## src/rtl/piso_serializer_pkg.sv

```systemverilog
// Shared definitions for the PISO serializer: state encoding and counter sizing.
// PAR exists only when the PARITY_EN macro is defined.
package piso_pkg;

    localparam logic [1:0] ST_IDLE  = 2'd0;
    localparam logic [1:0] ST_SHIFT = 2'd1;
    localparam logic [1:0] ST_PAR   = 2'd2;

`ifdef PARITY_EN
    typedef enum logic [1:0] {
        IDLE  = ST_IDLE,
        SHIFT = ST_SHIFT,
        PAR   = ST_PAR
    } state_e;
`else
    typedef enum logic [1:0] {
        IDLE  = ST_IDLE,
        SHIFT = ST_SHIFT
    } state_e;
`endif

    // Bits needed to hold W-1; never narrower than one bit.
    function automatic int cnt_width(input int w);
        return (w < 2) ? 1 : $clog2(w);
    endfunction

endpackage

```

## src/rtl/piso_serializer_if.sv

```systemverilog
// Parallel input handshake and serial output bundle of the PISO serializer.
interface piso_serializer_if #(
    parameter int W = 8
);
    logic [W-1:0] in_data;
    logic         in_valid;
    logic         in_ready;
    logic         sout;
    logic         sout_valid;
    logic         sout_last;
    logic         busy;

    modport master (
        output in_data, in_valid,
        input  in_ready, sout, sout_valid, sout_last, busy
    );

    modport slave (
        input  in_data, in_valid,
        output in_ready, sout, sout_valid, sout_last, busy
    );
endinterface

```

## src/rtl/piso_serializer_shift_reg.sv

```systemverilog
// Loadable W-bit shift register; the serial tap is the end bit chosen by MSB_FIRST.
module shift_reg_core #(
    parameter int W         = 8,
    parameter bit MSB_FIRST = 1'b1
) (
    input  logic         clk,
    input  logic         rst,
    input  logic         load_i,
    input  logic         shift_i,
    input  logic [W-1:0] d_i,
    output logic         ser_o
);

    logic [W-1:0] data_q, data_d;

    // A load wins over a shift so a new word can enter on the last-bit cycle.
    always_comb begin
        data_d = data_q;
        if (load_i) begin
            data_d = d_i;
        end else if (shift_i) begin
            data_d = MSB_FIRST ? {data_q[W-2:0], 1'b0} : {1'b0, data_q[W-1:1]};
        end
    end

    always_ff @(posedge clk or posedge rst) begin
        if (rst) begin
            data_q <= '0;
        end else begin
            data_q <= data_d;
        end
    end

    assign ser_o = MSB_FIRST ? data_q[W-1] : data_q[0];

endmodule

```

## src/rtl/piso_serializer.sv

```systemverilog
// Parallel-in/serial-out serializer with gapless back-to-back frames.
// Defining PARITY_EN appends an even-parity bit to every frame.
module piso_serializer
    import piso_pkg::*;
#(
    parameter int W         = 8,
    parameter bit MSB_FIRST = 1'b1
) (
    input  logic        clk,
    input  logic        rst,
    piso_serializer_if.slave io
);

    localparam int            CW       = cnt_width(W);
    localparam logic [CW-1:0] CNT_LOAD = CW'(W - 1);

    state_e        state_q, state_d;
    logic [CW-1:0] cnt_q, cnt_d;
    logic          accept;
    logic          last_bit;
    logic          shift_en;
    logic          ser_bit;
    logic          sout_w;
    logic          valid_w;
    logic          busy_w;

`ifdef PARITY_EN
    logic par_q, par_d;
    assign last_bit = (state_q == PAR);
`else
    assign last_bit = (state_q == SHIFT) && (cnt_q == '0);
`endif

    assign io.in_ready   = (state_q == IDLE) | last_bit;
    assign accept        = io.in_valid & io.in_ready;
    assign io.sout       = sout_w;
    assign io.sout_valid = valid_w;
    assign io.sout_last  = last_bit;
    assign io.busy       = busy_w;

    shift_reg_core #(
        .W         (W),
        .MSB_FIRST (MSB_FIRST)
    ) u_shift (
        .clk     (clk),
        .rst     (rst),
        .load_i  (accept),
        .shift_i (shift_en),
        .d_i     (io.in_data),
        .ser_o   (ser_bit)
    );

    // Accept is only possible in IDLE or on the last bit, so it always restarts a frame.
    always_comb begin
        state_d  = state_q;
        cnt_d    = cnt_q;
        shift_en = 1'b0;
        sout_w   = 1'b0;
        valid_w  = 1'b0;
        busy_w   = 1'b0;
`ifdef PARITY_EN
        par_d    = par_q;
`endif
        case (state_q)
            IDLE: ;
            SHIFT: begin
                sout_w   = ser_bit;
                valid_w  = 1'b1;
                busy_w   = 1'b1;
                shift_en = 1'b1;
                if (cnt_q != '0) begin
                    cnt_d = cnt_q - CW'(1);
                end else begin
`ifdef PARITY_EN
                    state_d = PAR;
`else
                    state_d = IDLE;
`endif
                end
            end
`ifdef PARITY_EN
            PAR: begin
                sout_w  = par_q;
                valid_w = 1'b1;
                busy_w  = 1'b1;
                state_d = IDLE;
            end
`endif
            default: state_d = IDLE;
        endcase

        if (accept) begin
            state_d = SHIFT;
            cnt_d   = CNT_LOAD;
`ifdef PARITY_EN
            par_d   = ^io.in_data;
`endif
        end
    end

    always_ff @(posedge clk or posedge rst) begin
        if (rst) begin
            state_q <= IDLE;
            cnt_q   <= '0;
`ifdef PARITY_EN
            par_q   <= 1'b0;
`endif
        end else begin
            state_q <= state_d;
            cnt_q   <= cnt_d;
`ifdef PARITY_EN
            par_q   <= par_d;
`endif
        end
    end

endmodule

```

## src/flat_wrapper.sv

```systemverilog
// flat-port wrapper written by rule: the top's interface ports become plain ports
module piso_serializer_flat import piso_pkg::*;
#(
    parameter int W         = 8,
    parameter bit MSB_FIRST = 1'b1
)
  (clk, rst, io_in_data, io_in_valid, io_in_ready, io_sout, io_sout_valid, io_sout_last, io_busy);
  piso_serializer_if #(.W(W)) io_i ();
  input  logic clk;
  input  logic rst;
  input wire logic [$bits(io_i.in_data)-1:0] io_in_data;
  input wire logic [$bits(io_i.in_valid)-1:0] io_in_valid;
  output wire logic [$bits(io_i.in_ready)-1:0] io_in_ready;
  output wire logic [$bits(io_i.sout)-1:0] io_sout;
  output wire logic [$bits(io_i.sout_valid)-1:0] io_sout_valid;
  output wire logic [$bits(io_i.sout_last)-1:0] io_sout_last;
  output wire logic [$bits(io_i.busy)-1:0] io_busy;
  assign io_i.in_data = io_in_data;
  assign io_i.in_valid = io_in_valid;
  assign io_in_ready = io_i.in_ready;
  assign io_sout = io_i.sout;
  assign io_sout_valid = io_i.sout_valid;
  assign io_sout_last = io_i.sout_last;
  assign io_busy = io_i.busy;
  piso_serializer #(.W(W), .MSB_FIRST(MSB_FIRST)) u_core (.clk(clk), .rst(rst), .io(io_i));
endmodule
```

## config.mk

```make
export PLATFORM = sky130hd
export DESIGN_NAME = piso_serializer_flat
export DESIGN_NICKNAME = d
export VERILOG_FILES = /design/src/rtl/piso_serializer_pkg.sv /design/src/rtl/piso_serializer_if.sv /design/src/rtl/piso_serializer_shift_reg.sv /design/src/rtl/piso_serializer.sv /design/src/flat_wrapper.sv
export SDC_FILE = /design/constraint.sdc
export NUM_CORES = 1
export LEC_CHECK = 0
export ABC_AREA = 1
export ABC_CLOCK_PERIOD_IN_PS = 4100
export BUFFER_PORTS_ARGS = -buffer_cell sky130_fd_sc_hd__buf_2
export CAP_MARGIN = 20
export CORE_AREA = 2 2 39 41
export DETAILED_ROUTE_END_ITERATION = 6
export DIE_AREA = 0 0 41 43
export PLACE_DENSITY = 0.71
export SYNTH_ARGS = -nofsm -noshare
export SYNTH_HDL_FRONTEND = slang
export SYNTH_HIERARCHICAL = 1
export SYNTH_SLANG_ARGS = --single-unit
export TNS_END_PERCENT = 5
```

## constraint.sdc

```tcl
create_clock -name clk -period 4.1 [get_ports clk]
set_input_delay 0.205 -clock clk [delete_from_list [all_inputs] [get_ports clk]]
set_output_delay 0.205 -clock clk [all_outputs]
set_load 0.02 [all_outputs]
```

==> results.json <==
{
  "grt_pass1_wl_um": 1750,
  "min_from": "io_in_data[0]",
  "reg2reg_to": "u_core/u_shift/data_q[4]",
  "io_pins": 16,
  "hold_end": "u_core/u_shift/data_q[0]",
  "fin_hold_ws_ns": 0.142,
  "crit_chain": "inv_1, ha_1, ha_1, nor2_1, nor2_1, inv_2, nand3_1, nand3_1",
  "cts_tree": "done",
  "clkSinkCount": 12,
  "gp_congestion": 0.781,
  "ys_ff_latch": 12,
  "drv_cap": 0,
  "cts_root_buffer": "clkbuf_4",
  "max_freq_mhz": 501,
  "rsz0062_at_grt": "false",
  "wl_um": 1000,
  "setup_viol": 0,
  "slowest_delay_ns": 0.67,
  "worst_path_max_delay_cell": "nor2_1",
  "fillers": 135,
  "synth.avg_cell_area_um2": 7.96,
  "yosys.area.top_type": "dfrtp_1",
  "reg2reg_slack_ns": 2.10,
  "die-width_um": 41,
  "r2r_cells": 8,
  "cp-end-kind": "flop",
  "startpoint_type": "flop",
  "fin_nets": 108,
  "layout_common_cells": "nand2_1, nand3_1, buf_2",
  "grt_pass1_vias": 438,
  "finalCoreUtilization": 0.526,
  "critPathMaxFanout": 10,
  "hold_path.class": "input port to flop",
  "start_util": 0.443,
  "post_cts_buffers": 0,
  "drive_gt1_frac": 0.223,
  "final.setup.tns_ns": 0,
  "hold_viol": 0,
  "clk_latency_ns": 0.26,
  "coreArea_um2": 1380,
  "wl_per_cell_um": 9.09,
  "drc": 0,
  "syn_inst": 77,
  "drtIter0Drc": 7,
  "vias": 508,
  "max_slew_margin": 0.409,
  "synth_cell_types": 10,
  "area_growth_pct": 18.8,
  "ys_warn_count": 6,
  "ys_seq_area_frac": 0.490,
  "worst_pin_slew_ns": 0.883,
  "htree_levels": 1,
  "io_buffers": 15,
  "drtPass1Iterations": 4,
  "final_common_cell": "nand2_1",
  "dpl-instance-area_um2": 682,
  "final_area_um2": 728,
  "irDropWorstVdd_mv": 0.303,
  "layout_min_cycle_time_ns": 2.00,
  "period_share": 0.487,
  "finClkSkew_ns": 0.000885,
  "setup_slack_ns": 2.10,
  "ant_nets": 0,
  "dieArea_um2": 1760,
  "path_class": "flop to flop",
  "antenna_found_initial": 0,
  "clk_path_buf_depth": 2,
  "grt_usage": 0.151,
  "syn_nets": 90,
  "numCtsBuffers": 3,
  "netlist_top_cells_area": "dfrtp_1, nand2_1, nand3_1, inv_1, ha_1",
  "p_per_area_nw_per_um2": 658,
  "status": "completed",
  "hpwl_um": 782,
  "pre_cts_slack_ns": 2.10,
  "synth_top_area_share": 0.490,
  "antennaDiodeCount": 0,
  "cp.arrival_ns": 2.15,
  "gr-total-overflow": 0,
  "p_leak_nw": 0.433,
  "cts.clk_slew.worst_paths_ns": 0.08,
  "holdPathStages": 3,
  "slew_viol_final": 0,
  "syn-cell-area_um2": 613,
  "via_per_inst": 4.62,
  "required_ns": 4.25,
  "r2r_start": "u_core/cnt_q[0]",
  "grt_max_degree": 15,
  "fp.dieH_um": 43,
  "rows": 14
}
==> flip-flops by register name, summed over array words and instances, names as in the netlist <==
register,count
u_core/cnt_q,3
u_core/state_q,1
u_core/u_shift/data_q,8
==> cells in the mapped netlist <==
cell type and number:
ha_1 2, buf_4 2, dfrtp_1 12, nand2_1 28, nor2_8 1, nand3_1 16
inv_2 1, inv_1 12, nor2_1 2, buf_6 1
==> cell families after synthesis <==
kind of cell	synth area share
and+or+nand+nor	0.347
buffers and inverters	0.122
DFF	0.490
adders and majority gates	0.0408
==> how the worst max path moves through the flow <==
stage / start / end / slack (ns) / depth (start not counted)
2_1_floorplan: u_core/cnt_q[0] / u_core/u_shift/data_q[6] / 2.69 / 9
3_3_place_gp: u_core/cnt_q[0] / u_core/u_shift/data_q[3] / 2.14 / 8
3_5_place_dp: u_core/cnt_q[0] / u_core/u_shift/data_q[1] / 2.10 / 8
4_1_cts: u_core/cnt_q[0] / u_core/u_shift/data_q[1] / 2.08 / 8
5_1_grt: u_core/cnt_q[0] / u_core/u_shift/data_q[3] / 1.90 / 8
6_report: u_core/cnt_q[0] / u_core/u_shift/data_q[4] / 2.10 / 8
==> worst max-delay path: cells and delay by family (launching register included) <==
family                     cells  cell delay, ns
adders and majority gates      2            0.31
buffers and inverters          2            0.24
DFF                            1            0.38
and+or+nand+nor                4            0.96
==> where the power goes <==
group / leakage (nW) / switching (mW) / internal [mW] / total [mW]
Clock: 0.0210 / 0.0390 / 0.0539 / 0.0928
Combinational: 0.262 / 0.117 / 0.0722 / 0.189
Sequential: 0.150 / 0.0318 / 0.165 / 0.197
Total: 0.433 / 0.188 / 0.291 / 0.479
==> repair_timing <==
item	in CTS	in global routing
endpoints found under the hold margin	12	0
hold buffers	1	0
resized for setup	0	0
==> area by class of cell <==
cell class,instances,area [µm²],area share
flip-flops and latches,12,300,0.412
multi-input cells,49,238,0.326
repair buffers,16,85.1,0.117
inverters,13,48.8,0.0670
clock buffers,4,36.3,0.0498
well taps,16,20.0,0.0275
==> metrics by stage <==
step | total power, mW | cells
after floorplan | 0.354 | 77
after global placement | 0.388 | 105
after detailed placement | 0.392 | 105
after CTS | 0.487 | 110
after global routing | 0.529 | 110
final | 0.479 | 110
==> metal layers <==
layer  vias to the layer above  share of wire  GRT usage
met4                         0          0.016      0.100
met2                        15           0.44      0.194
met1                       222           0.49      0.221
met5                         -              0          0
li1                        269              -          -
met3                         2          0.058     0.0314
(Power assumes the default switching activity.)
